File: src/rtl/image_dm_loader.sv
// -----------------------------------------------------------------------------
// image_dm_loader
//   Host-side front end for the down-sampling processor. It streams the
//   source image into data memory (DM) while holding the processor in reset,
//   then releases the processor and hands it the DM port. When the processor
//   raises proc_done, the block takes the DM port back, puts the processor
//   back into reset and streams the result image out of DM. The block then
//   raises a sticky done flag.
//
// Ports
//   clk        clock, all state changes on the rising edge
//   rst        synchronous active-high reset
//   in_data    source pixel byte         in_valid / in_ready handshake
//   out_data   result pixel byte         out_valid / out_ready handshake
//   proc_rst   processor reset (1 = held in reset)
//   proc_done  processor completion flag (level)
//   mem_sel    DM port owner (1 = this block, 0 = processor)
//   dm_addr    DM address, dm_wdata write data, dm_we write enable
//   dm_rdata   DM read data, valid one cycle after dm_addr
//   done       whole result frame delivered (sticky until rst)
//
// All outputs are registered. Address arithmetic is ADDR_W bits wide and
// wraps, so the image ranges must fit in the DM address space.
// -----------------------------------------------------------------------------
module image_dm_loader #(
  parameter int ADDR_W     = 18,
  parameter int DATA_W     = 8,
  parameter int IN_PIXELS  = 65536,
  parameter int OUT_BASE   = 65536,
  parameter int OUT_PIXELS = 16384
) (
  input  logic              clk,
  input  logic              rst,
  input  logic [DATA_W-1:0] in_data,
  input  logic              in_valid,
  output logic              in_ready,
  output logic [DATA_W-1:0] out_data,
  output logic              out_valid,
  input  logic              out_ready,
  output logic              proc_rst,
  input  logic              proc_done,
  output logic              mem_sel,
  output logic [ADDR_W-1:0] dm_addr,
  output logic [DATA_W-1:0] dm_wdata,
  output logic              dm_we,
  input  logic [DATA_W-1:0] dm_rdata,
  output logic              done
);

  typedef enum logic [2:0] {
    S_LOAD,
    S_RUN,
    S_RD_ADDR,
    S_RD_WAIT,
    S_RD_OUT,
    S_DONE
  } state_e;

  // Last valid counter values, compared against the counter before it
  // increments so no extra counter bit is needed.
  localparam logic [ADDR_W-1:0] IN_LAST    = ADDR_W'(IN_PIXELS - 1);
  localparam logic [ADDR_W-1:0] OUT_LAST   = ADDR_W'(OUT_PIXELS - 1);
  localparam logic [ADDR_W-1:0] OUT_BASE_A = ADDR_W'(OUT_BASE);

  state_e              state_q;
  logic [ADDR_W-1:0]   wr_cnt_q;
  logic [ADDR_W-1:0]   rd_cnt_q;
  logic [ADDR_W-1:0]   wr_cnt_d;
  logic [ADDR_W-1:0]   rd_cnt_d;

  logic                in_ready_q;
  logic [DATA_W-1:0]   out_data_q;
  logic                out_valid_q;
  logic                proc_rst_q;
  logic                mem_sel_q;
  logic [ADDR_W-1:0]   dm_addr_q;
  logic [DATA_W-1:0]   dm_wdata_q;
  logic                dm_we_q;
  logic                done_q;

  assign wr_cnt_d = wr_cnt_q + 1'b1;
  assign rd_cnt_d = rd_cnt_q + 1'b1;

  // NOTE: every register in this block is updated with non-blocking
  // assignments so all of them see the pre-edge values of each other.
  always_ff @(posedge clk) begin
    if (rst) begin
      state_q     <= S_LOAD;
      wr_cnt_q    <= '0;
      rd_cnt_q    <= '0;
      in_ready_q  <= 1'b1;
      proc_rst_q  <= 1'b1;
      mem_sel_q   <= 1'b1;
      dm_we_q     <= 1'b0;
      dm_addr_q   <= '0;
      dm_wdata_q  <= '0;
      out_valid_q <= 1'b0;
      out_data_q  <= '0;
      done_q      <= 1'b0;
    end else begin
      // dm_we is a single-cycle strobe; only an accepted input byte raises it.
      dm_we_q <= 1'b0;

      case (state_q)
        S_LOAD: begin
          if (in_ready_q) begin
            if (in_valid) begin
              dm_we_q    <= 1'b1;
              dm_addr_q  <= wr_cnt_q;
              dm_wdata_q <= in_data;
              wr_cnt_q   <= wr_cnt_d;
              if (wr_cnt_q == IN_LAST) begin
                in_ready_q <= 1'b0;
              end
            end
          end else begin
            // in_ready low inside LOAD means the final write is on the DM
            // port this cycle; hand DM to the processor once it lands.
            state_q    <= S_RUN;
            proc_rst_q <= 1'b0;
            mem_sel_q  <= 1'b0;
          end
        end

        S_RUN: begin
          if (proc_done) begin
            state_q    <= S_RD_ADDR;
            proc_rst_q <= 1'b1;
            mem_sel_q  <= 1'b1;
            dm_addr_q  <= OUT_BASE_A + rd_cnt_q;
          end
        end

        // The read address is already on dm_addr during this state, so the
        // synchronous DM returns the byte during RD_WAIT.
        S_RD_ADDR: begin
          state_q <= S_RD_WAIT;
        end

        S_RD_WAIT: begin
          out_data_q  <= dm_rdata;
          out_valid_q <= 1'b1;
          state_q     <= S_RD_OUT;
        end

        S_RD_OUT: begin
          if (out_ready) begin
            out_valid_q <= 1'b0;
            rd_cnt_q    <= rd_cnt_d;
            if (rd_cnt_q == OUT_LAST) begin
              state_q <= S_DONE;
              done_q  <= 1'b1;
            end else begin
              state_q   <= S_RD_ADDR;
              dm_addr_q <= OUT_BASE_A + rd_cnt_d;
            end
          end
        end

        S_DONE: begin
          state_q <= S_DONE;
        end

        default: begin
          state_q <= S_LOAD;
        end
      endcase
    end
  end

  assign in_ready  = in_ready_q;
  assign out_data  = out_data_q;
  assign out_valid = out_valid_q;
  assign proc_rst  = proc_rst_q;
  assign mem_sel   = mem_sel_q;
  assign dm_addr   = dm_addr_q;
  assign dm_wdata  = dm_wdata_q;
  assign dm_we     = dm_we_q;
  assign done      = done_q;

endmodule
File: config.mk
export PLATFORM = sky130hd
export DESIGN_NAME = image_dm_loader
export DESIGN_NICKNAME = d
export VERILOG_FILES = /design/src/rtl/image_dm_loader.sv
export SDC_FILE = /design/constraint.sdc
export NUM_CORES = 1
export LEC_CHECK = 0
export CORE_MARGIN = 2
export CORE_UTILIZATION = 50
export CTS_CLUSTER_DIAMETER = 50
export DETAILED_ROUTE_END_ITERATION = 8
export DONT_BUFFER_PORTS = 1
export GPL_ROUTABILITY_DRIVEN = 0
export HOLD_SLACK_MARGIN = 0.03
export PLACE_DENSITY = 0.64
export SETUP_SLACK_MARGIN = 0.3
export SYNTH_ARGS = -nofsm -noshare
export SYNTH_HDL_FRONTEND = slang
export SYNTH_SLANG_ARGS = --single-unit
File: constraint.sdc
create_clock -name clk -period 2.4 [get_ports clk]
set_input_delay 0.72 -clock clk [delete_from_list [all_inputs] [get_ports clk]]
set_output_delay 0.72 -clock clk [all_outputs]
set_load 0.005 [all_outputs]
# [Yosys cells after proc, flatten, opt, wreduce, memory -nomap -nowiden]
# Cells that the tools add are included.
[totals] regBits=78 inputBits=21 out_inout_bits=40 wordCells=62
[classes] add_sub_neg=4 n_eq_ne=13 mux=20 n_bitwise=2 n_reduce_logical=12
[op_table] op="18-bit two-way mux" n=5
[op_table] op="18-bit one-hot mux with 3 select lines" n=1
[op_table] op="17-bit by 18-bit adder with 18-bit output (first input constant)" n=2
[op_table] op="18-bit by 1-bit adder with 18-bit output (second input constant)" n=2
[op_table] op="18-bit by 14-bit == test with 1-bit output (second input constant)" n=1
[op_table] op="18-bit by 16-bit == test with 1-bit output (second input constant)" n=1
[op_table] op="3-bit one-hot mux with 6 select lines" n=1
[op_table] op="3-bit two-way mux" n=4
[op_table] op="2-bit inequality test (second input constant)" n=6
[op_table] op="3-bit AND reduction" n=4
[op_table] op="1-bit two-way mux" n=7
[op_table] op="3-bit by 2-bit == test with 1-bit output (second input constant)" n=2
[op_table] op="3-bit == test (second input constant)" n=2
[op_table] op="6-bit AND reduction" n=1
[op_table] op="1-bit one-hot mux with 2 select lines" n=2
[op_table] op="2-bit AND reduction" n=2
[op_table] op="2-bit nonzero test" n=2
[op_table] op="3-bit by 1-bit == test with 1-bit output (second input constant)" n=1
[op_table] op="3-bit logical NOT" n=1
[op_table] op="3-bit nonzero test" n=1
[op_table] op="3-bit OR reduction" n=1
[op_table] op="1-bit inverter" n=2

# [Depth between registers and ports, before layout]
# Gate-level depths: netlist of run 1.
[depth] ltp_word=5 depth_mapped=9 depth_no_buf=7

# [Worst setup path before layout of run 1]
# OpenSTA, ideal clock, no wires.
[synth_path] path_kind="register to register" from="register rd_cnt_q[0]" to="register dm_addr_q[10] (netlist: dm_addr[10])" setup_time_ns=0.069 arrival_ns=2.017 t_required_ns=2.331 path_slack_ns=0.313 stages_incl_launch_ff=9 n_path_buf=1 period_less_slack_ns=2.087 path_cell_list="dfxtp_1 -> ha_1 -> nand3_4 -> nor4_4 -> a21boi_2 -> o21ai_2 -> buf_8 -> nand2_2 -> a21oi_2"
[synth_between] elab_chain_len=5 elab_cells_between_ends=10 cone_classes="add/sub: 3; eq/ne: 2; mux: 4; reduce/logical: 1"
[synth_rtl] item="start, declared" line_no="67" text="logic [ADDR_W-1:0] rd_cnt_q;"
[synth_rtl] item="start signal, assigned" line_no="149" text="rd_cnt_q <= rd_cnt_d;"
[synth_rtl] item="18-bit by 1-bit adder with 18-bit output" line_no="82" text="assign rd_cnt_d = rd_cnt_q + 1'b1;"
[synth_rtl] item="17-bit by 18-bit adder with 18-bit output" line_no="155" text="dm_addr_q <= OUT_BASE_A + rd_cnt_d;"
[synth_rtl] item="18-bit two-way mux" line_no="150" text="if (rd_cnt_q == OUT_LAST) begin"
[synth_rtl] item="18-bit two-way mux" line_no="147" text="if (out_ready) begin"
[synth_rtl] item="18-bit one-hot mux with 3 select lines" line_no="104" text="case (state_q)"
[synth_rtl] item="end signal, assigned" line_no="109" text="dm_addr_q <= wr_cnt_q;"
[synth_rtl] item="end signal, assigned" line_no="130" text="dm_addr_q <= OUT_BASE_A + rd_cnt_q;"
[synth_rtl] item="end signal, assigned" line_no="155"
[synth_rtl] item="end, declared" line_no="76" text="logic [ADDR_W-1:0] dm_addr_q;"
# Parallel ways exist; a longest one is shown, timed or not. The select of a mux whose other input is x is not followed.
# A chain may end at the register's enable or synchronous reset.

# [Worst setup path after layout of run 1]
[layout_path] from="register rd_cnt_q[11]" to="register dm_addr_q[17] (netlist: dm_addr[17])"
# Same word-level chain as after synthesis.

==> results of run 1 <==
path summary, 6_finish.rpt:
kind | from | slack, ps | to
min reg2reg | dm_wdata[5] | 470 | dm_wdata[5]
max reg2reg | rd_cnt_q[11] | 380 | dm_addr[17]
min | rst | 430 | dm_addr[11]
max | rd_cnt_q[11] | 380 | dm_addr[17]
worst max-delay path, delay by kind of cell (launching register included):
| family | cells | cell delay (ps) |
|---|---|---|
| xor gates and xnor gates | 1 | 100 |
| and+or+nand+nor | 2 | 710 |
| DFF | 1 | 410 |
| AOI/OAI and AO/OA | 3 | 710 |
synthesized netlist by cell type (all sizes together), types with 2 or more instances:
master  count  area, um^2
nor2b       2       12.51
nor2       66       247.7
ha          2       25.02
nor3        8       45.04
or2         2       12.51
a22oi       3       22.52
nand4       7       50.05
or3         4       26.28
nand2b      7       43.79
o21ai      13       68.82
nand3      17       97.60
xor2       22       192.7
nand3b      2       15.01
clkbuf     23       87.58
dfxtp      78        1562
o31ai       2       15.01
o22ai      17       106.4
and3        4       26.28
o22a        5       43.79
buf        14       87.57
a211oi      4       35.03
inv         8       30.03
a21oi      43       252.7
nand2      65       271.5
o21bai      2       15.01
or4         2       15.01
mux2i       9       90.09
a31oi       3       18.77
xnor2      27       236.5
nor4        9       92.59
o221ai      5       43.79
cell type report:
class	count	area (um^2)
multi-input combinational	364	2298
timing repair buffer	21	161.4
tap	102	127.6
clock buffer	10	137.6
fill	728	3338
inverter	9	33.78
clock inverter	5	58.81
sequential	78	1572
where the power goes:
| part | internal [mW] | switching (mW) |
|---|---|---|
| clock network | 0.505 | 0.489 |
| registers | 1.31 | 0.0174 |
| logic | 0.0284 | 0.0402 |
state kept, by name, indices dropped and copies added (netlist names):
name / count
out_data: 8
in_ready: 1
done: 1
dm_we: 1
wr_cnt_q: 18
rd_cnt_q: 18
state_q: 3
out_valid: 1
mem_sel: 1
dm_addr: 18
dm_wdata: 8
per-stage QoR:
step	area [um^2]	utilization	instances	worst slack (ps)
CTS	4303	0.5568	587	237.1
global route	4389	0.5680	589	288.3
detailed placement	4103	0.5309	572	197.3
finish	4389	0.5680	589	376.0
floorplan	4008	-	488	313.4
global placement	4103	0.5309	572	256.5
layer usage:
metal  global-route usage  wire length [um]
met1               0.3139              4563
met2               0.3429              4322
met3              0.06205               635
met4              0.07230               185
met5                    0                 0
repair_timing:
item / CTS / global route
setup endpoints to repair: 18 / 26
pin swaps: 1 / 1
buffers inserted: 0 / 2
resized for setup: 1 / 22
cells by family (layout without fill, tap and decap cells):
family                     Yosys count  count (layout)  synth area share
xor gates and xnor gates            49              49            0.1071
DFF                                 78              78            0.3896
AOI/OAI and AO/OA                  104             104            0.1708
and+or+nand+nor                    200             200            0.2516
adders and majority gates            2               2          0.006243
muxes                                9               9           0.02248
buffers and inverters               46              45           0.05213
==> impl_metrics.json, run 1 <==
{
  "final_cell_mix": "dfxtp_1 (70), nor2_1 (64), nand2_1 (53)",
  "hp-class": "input port to register",
  "port_buffers": 0,
  "setup_tns_ps": 0,
  "vias": 3334,
  "critPathMaxStageDelay_ps": 580,
  "period_share": 0.8433,
  "ys_seq_area_frac": 0.3896,
  "die_area_um2": 8747,
  "final_common_cell": "dfxtp_1",
  "grt_pass1_vias": 3057,
  "cts_tree": "built",
  "antenna_found_initial": 0,
  "endpoint_kind": "register",
  "hold_buffers": 0,
  "n_antenna_cell": 0,
  "async_flop_share": 0,
  "cap_violations": 0,
  "avgViaCountPerCell": 5.660,
  "cp.required_ps": 2680,
  "rsz0062_at_grt": "false",
  "dr.pass1.iters": 4,
  "ys.flop_type": "dfxtp_1",
  "io-pin-count": 61,
  "setup_viol": 0,
  "grt_pass1_wl_um": 15680,
  "drive_above_1_share": 0.1828,
  "core-area_um2": 7727,
  "grt_overflow": 0,
  "clk_pin_slew_worst_paths_ps": 80,
  "synth-edff-count": 0,
  "yosysUniqueCellTypes": 60,
  "startpoint_type": "register",
  "critPathKind": "register to register",
  "hold_ws_ps": 427.7,
  "max_slew_margin": 0.5908,
  "dr.first_iter.drc_count": 218,
  "ys_seq_elements": 78,
  "totalPowerFinal_mw": 2.391,
  "reg2reg_depth": 6,
  "synth_cells": 488,
  "arrival_ps": 2300,
  "synthesis.nets": 511,
  "min_period_ps": 2024,
  "grt_max_degree": 79,
  "die_h_um": 93.53,
  "path_max_fanout": 5,
  "clk_latency_ps": 350,
  "start_util": 0.5186,
  "drcViolationCount": 0,
  "die_width_um": 93.53,
  "drt_wl_total_um": 9706,
  "clkSinkCount": 78,
  "layout.nets": 506,
  "dp_hpwl_um": 6820,
  "avgSynthCellArea_um2": 8.212,
  "synth_warnings": 0,
  "hold_depth": 1,
  "ant_nets": 0,
  "synth_area_um2": 4008,
  "power.density_nw_per_um2": 544.7,
  "hold_viol_final": 0,
  "clockBufferDepth": 2,
  "htreeDepth": 3,
  "slew_violations": 0,
  "cp_slowest_cell": "or4_4",
  "grt_use_total": 0.2270,
  "root_buffer": "clkbuf_8",
  "worst_pin_slew_ps": 612.0,
  "crit_chain": "nand3_2, or4_4, o31ai_1, xor2_1, a311o_1, a21oi_1",
  "status": "finished clean",
  "skew_ps": 11.42,
  "p_leak_nw": 1.513,
  "vdd_ir_drop_max_mv": 0.2394,
  "syn_to_final_growth_pct": 9.522,
  "wl_per_cell_um": 16.48,
  "rows": 32,
  "cts_made_buffers": 9,
  "max_clock_freq_mhz": 494.1
}
Note: power is estimated with default switching activity, not from simulation.
==> run 2: changes to the inputs <==
==> constraint.sdc (replaced) <==
create_clock -name clk -period 1.9 [get_ports clk]
set_input_delay 0.57 -clock clk [delete_from_list [all_inputs] [get_ports clk]]
set_output_delay 0.57 -clock clk [all_outputs]
set_load 0.005 [all_outputs]
==> run 2 against run 1 <==
Cell count is 9.5% higher. Wire length is 15% higher. Clock power is 42% higher. Maximum frequency is 9.1% higher. Register-to-register slack worse by 330 ps. Sequential power is 26% higher. Final area is 22% higher. Combinational power is 110% higher. Sequential share of layout area is 6.1 points lower. Worst setup slack worse by 330 ps. Flip-flop and latch count stayed put. Critical path type unchanged. Die area stayed put.
==> impl_metrics.json, run 2 (same netlist as run 1, synthesis figures left out) <==
{
  "critPathMaxStageDelay_ps": 370,
  "power.density_nw_per_um2": 602.5,
  "dr.pass1.iters": 5,
  "start_util": 0.5186,
  "cts_tree": "built",
  "n_antenna_cell": 0,
  "cap_violations": 0,
  "cp_common_cell": "or2_4",
  "cp.required_ps": 2150,
  "totalPowerFinal_mw": 3.228,
  "dp_hpwl_um": 7326,
  "cts_made_buffers": 9,
  "min_period_ps": 1855,
  "root_buffer": "clkbuf_8",
  "htreeDepth": 3,
  "ant_nets": 0,
  "setup_viol": 0,
  "max_slew_margin": 0.7103,
  "syn_to_final_growth_pct": 33.69,
  "fin_cells": 645,
  "die_area_um2": 8747,
  "status": "finished clean",
  "clk_pin_slew_worst_paths_ps": 90,
  "endpoint_kind": "register",
  "arrival_ps": 2100,
  "clk_latency_ps": 350,
  "grt_max_degree": 79,
  "antenna_found_initial": 0,
  "setup_tns_ps": 0,
  "skew_ps": 8.848,
  "die_width_um": 93.53,
  "worst_pin_slew_ps": 430.5,
  "drt_wl_total_um": 11170,
  "hold_ws_ps": 280.8,
  "clockBufferDepth": 2,
  "port_buffers": 0,
  "hp-class": "input port to register",
  "core-area_um2": 7727,
  "avgViaCountPerCell": 5.772,
  "hold_depth": 1,
  "grt_overflow": 0,
  "critPathKind": "register to register",
  "p_leak_nw": 2.070,
  "rsz0062_at_grt": "true",
  "worst_slack_ps": 45.23,
  "die_h_um": 93.53,
  "crit_chain": "buf_6, or2_4, or2_4, nor4_4, nand2_1, xnor2_1, nor2_1",
  "period_share": 0.9762,
  "final_cell_mix": "buf_4 (64), dfxtp_1 (63), nor2_1 (56)",
  "grt_use_total": 0.2440,
  "path_max_fanout": 5,
  "clkSinkCount": 78,
  "drive_above_1_share": 0.3720,
  "layout.nets": 561,
  "reg2reg_depth": 7,
  "io-pin-count": 61,
  "vdd_ir_drop_max_mv": 0.3706,
  "dr.first_iter.drc_count": 241,
  "grt_pass1_wl_um": 16810,
  "startpoint_type": "register",
  "hold_buffers": 0,
  "final_common_cell": "buf_4",
  "wl_per_cell_um": 17.32,
  "cp_slowest_cell": "dfxtp_4",
  "slew_violations": 0,
  "hold_viol_final": 0,
  "place_ws_ps": -34.56,
  "vias": 3723,
  "max_clock_freq_mhz": 539.1,
  "drcViolationCount": 0,
  "dp.cells": 605,
  "grt_pass1_vias": 3403,
  "rows": 32
}
## run 2: cell types whose count changed in the layout (fill, tap and decap cells not counted), sizes merged
cell,previous run,this run
buf,21,75
bufinv,1,2
clkbuf,10,12
clkinv,2,1
## run 2: power breakdown
group / switching [mW] / total [mW] / internal (mW)
combinational: 0.0798 / 0.146 / 0.0663
clock: 0.635 / 1.41 / 0.779
sequential: 0.0188 / 1.67 / 1.65
total: 0.734 / 3.23 / 2.49
## run 2: metal layers
metal,up-vias,wire length [um],global-route usage
met1,1787,4994,0.3318
met4,0,220,0.07966
li1,1780,-,-
met5,-,0,0
met2,131,5286,0.3783
met3,25,669,0.06124
## run 2: worst max-delay path, delay by kind of cell, from the launching register on
kind | cells | cell delay (ps)
xor+xnor | 1 | 200
simple gates | 5 | 1050
buf+inv | 1 | 120
flops | 1 | 370
## run 2: cell type report
type / instances / area (um^2)
clock buffer: 11 / 141.4
clock inverter: 5 / 81.33
fill: 607 / 2370
inverter: 9 / 37.54
multi-input combinational: 364 / 2726
sequential: 78 / 1593
tap: 102 / 127.6
timing repair buffer: 76 / 650.6
## run 2: final timing paths
check | slack (ps) | to | from
min | 280 | wr_cnt_q[1] | rst
min reg2reg | 470 | dm_wdata[5] | dm_wdata[5]
max reg2reg | 50 | wr_cnt_q[14] | state_q[1]
max | 50 | wr_cnt_q[14] | state_q[1]
## run 2: metrics by stage
step	util	area, um^2
floorplan	-	4184
global placement	0.5832	4507
detailed placement	0.5832	4507
CTS	0.6376	4927
global route	0.6933	5358
finish	0.6933	5358
## run 2: timing repair
item | 4_1_cts | 5_1_grt
pin swaps | 7 | 35
endpoints found under the setup margin | 42 | 67
cloned | 0 | 2
resized for setup | 32 | 74
buffers inserted | 12 | 10
==> run 3: changes to the inputs <==
--- a/config.mk
+++ b/config.mk
@@ -6,13 +6,13 @@
 export NUM_CORES = 1
 export LEC_CHECK = 0
 export CORE_MARGIN = 2
-export CORE_UTILIZATION = 50
+export CORE_UTILIZATION = 63
 export CTS_CLUSTER_DIAMETER = 50
 export DETAILED_ROUTE_END_ITERATION = 8
 export DONT_BUFFER_PORTS = 1
 export GPL_ROUTABILITY_DRIVEN = 0
 export HOLD_SLACK_MARGIN = 0.03
-export PLACE_DENSITY = 0.64
+export PLACE_DENSITY = 0.78
 export SETUP_SLACK_MARGIN = 0.3
 export SYNTH_ARGS = -nofsm -noshare
 export SYNTH_HDL_FRONTEND = slang
==> constraint.sdc (replaced) <==
create_clock -name clk -period 1.8 [get_ports clk]
set_input_delay 0.54 -clock clk [delete_from_list [all_inputs] [get_ports clk]]
set_output_delay 0.54 -clock clk [all_outputs]
set_load 0.005 [all_outputs]
==> run 3 against run 2 <==
Critical path type unchanged. Sequential power rose by 5%. Via count grew 37%. The flow now finishes with violations (DRC, setup timing). Final area rose by 13%. Highest routed layer unchanged. Maximum frequency down 15%. Critical path depth fell by 1. First-iteration DRC count rose to 5.5 times the previous value.
==> impl_metrics.json, run 3 (same netlist as run 1, synthesis figures left out) <==
{
  "cp.required_ps": 2050,
  "skew_ps": 9.168,
  "rows": 29,
  "start_util": 0.6421,
  "clkSinkCount": 78,
  "slew_violations": 0,
  "drt_wl_total_um": 20240,
  "period_share": 1.218,
  "crit_chain": "nor3b_4, nand2_2, or4b_4, or3_1, xor2_1, nor2_1",
  "die_h_um": 83.76,
  "grt_overflow": 0,
  "final_util": 0.9701,
  "hp-class": "input port to register",
  "multi_input_area_um2": 2947,
  "max_clock_freq_mhz": 456.2,
  "cp_slowest_cell": "or4b_4",
  "root_buffer": "clkbuf_8",
  "worst_slack_ps": -392.2,
  "dp_hpwl_um": 7249,
  "r2r_end": "rd_cnt_q[17]",
  "die_area_um2": 7015,
  "violations": "DRC, setup timing",
  "num-fill-cells": 100,
  "dr.pass1.iters": 9,
  "hold_buffers": 0,
  "avgViaCountPerCell": 7.610,
  "dr.first_iter.drc_count": 1324,
  "layout.nets": 612,
  "io-pin-count": 61,
  "vias": 5099,
  "clk_pin_slew_worst_paths_ps": 90,
  "port_buffers": 0,
  "antenna_found_initial": 0,
  "arrival_ps": 2440,
  "place_ws_ps": -69.63,
  "power.density_nw_per_um2": 545.0,
  "grt_pass1_wl_um": 20960,
  "grt_use_total": 0.3766,
  "min_period_ps": 2192,
  "hold_path_startpoint": "rst",
  "grt_pass1_vias": 4244,
  "path_max_fanout": 3,
  "drcViolationCount": 3,
  "n_antenna_cell": 0,
  "syn_to_final_growth_pct": 51.08,
  "vdd_ir_drop_max_mv": 0.5545,
  "final_common_cell": "buf_4",
  "fin_cells": 670,
  "clockBufferDepth": 2,
  "worst_pin_slew_ps": 598.7,
  "max_slew_margin": 0.5972,
  "setup_viol": 45,
  "timing.rr.start": "state_q[2]",
  "wl_per_cell_um": 30.21,
  "cap_violations": 0,
  "final_cell_mix": "buf_4 (85), dfxtp_1 (58), nor2_1 (53)",
  "rsz0062_at_grt": "true",
  "core-area_um2": 6241,
  "critPathKind": "register to register",
  "cts_made_buffers": 9,
  "drive_above_1_share": 0.4924,
  "die_width_um": 83.76,
  "seqCellArea_um2": 1602,
  "hold_viol_final": 0,
  "status": "finished with violations",
  "startpoint_type": "register",
  "hold_depth": 1,
  "ant_nets": 0,
  "critPathMaxStageDelay_ps": 540,
  "min_to": "dm_wdata[4]",
  "clk_latency_ps": 370,
  "rrSetupSlack_ps": -390,
  "endpoint_kind": "register",
  "cts_tree": "built",
  "htreeDepth": 3,
  "reg2reg_depth": 6,
  "grt_max_degree": 79,
  "dp.cells": 598,
  "hold_ws_ps": 225.0,
  "p_leak_nw": 2.467
}
[run 3: cell types whose count changed in the layout (fill, tap and decap cells not counted), sizes merged]
cell	change
clkinv	+2
bufinv	-2
clkbuf	+2
clkinvlp	-2
buf	+50
[run 3: power breakdown]
part / leakage [nW] / internal (mW) / switching (mW) / total [mW]
Clock: 0.0926 / 0.572 / 0.725 / 1.30
Combinational: 1.73 / 0.111 / 0.127 / 0.238
Sequential: 0.643 / 1.74 / 0.0261 / 1.76
Total: 2.47 / 2.42 / 0.879 / 3.30
[run 3: worst max path at each step]
| stage | startpoint | endpoint | slack (ps) | cells after the start |
|---|---|---|---|---|
| after floorplan | state_q[2] | rd_cnt_q[17] | -90 | 7 |
| after global placement | rd_cnt_q[4] | rd_cnt_q[17] | -10 | 6 |
| after detailed placement | rd_cnt_q[8] | dm_addr[17] | -70 | 6 |
| after CTS | rd_cnt_q[5] | dm_addr[17] | -40 | 6 |
| after global routing | state_q[2] | rd_cnt_q[17] | -380 | 6 |
| final | state_q[2] | rd_cnt_q[17] | -390 | 6 |
[run 3: what timing repair did]
| item | 4_1_cts | 5_1_grt |
|---|---|---|
| endpoints found under the setup margin | 53 | 64 |
| gates cloned | 1 | 2 |
| gates resized for setup | 104 | 88 |
| pin swaps | 58 | 62 |
| buffers inserted | 25 | 29 |
[run 3: per-layer routing]
metal,global-route usage,part of all wire
met1,0.4514,0.30
met2,0.6145,0.41
met3,0.09298,0.15
met4,0.2155,0.14
met5,0,0
[run 3: critical path, delay by kind of cell (launching register included)]
kind,cells,cell delay (ps)
flops,1,390
simple gates,5,1410
xor+xnor,1,270
[run 3: area by class of cell]
type | count | share of cell area
sequential | 78 | 0.2645
clock inverter | 3 | 0.003100
timing repair buffer | 127 | 0.1986
tap | 77 | 0.01591
inverter | 9 | 0.005580
multi-input combinational | 364 | 0.4867
clock buffer | 12 | 0.02563
[run 3: stage by stage]
step / total power, mW / setup TNS, ps / cell area [um^2]
after CTS: 3.132 / -297.1 / 5400
final: 3.300 / -5826 / 6055
after global placement: 1.920 / -16.34 / 4623
after global routing: 3.335 / -6044 / 6055
after detailed placement: 1.925 / -328.8 / 4623
after floorplan: 1.912 / -441.4 / 4192
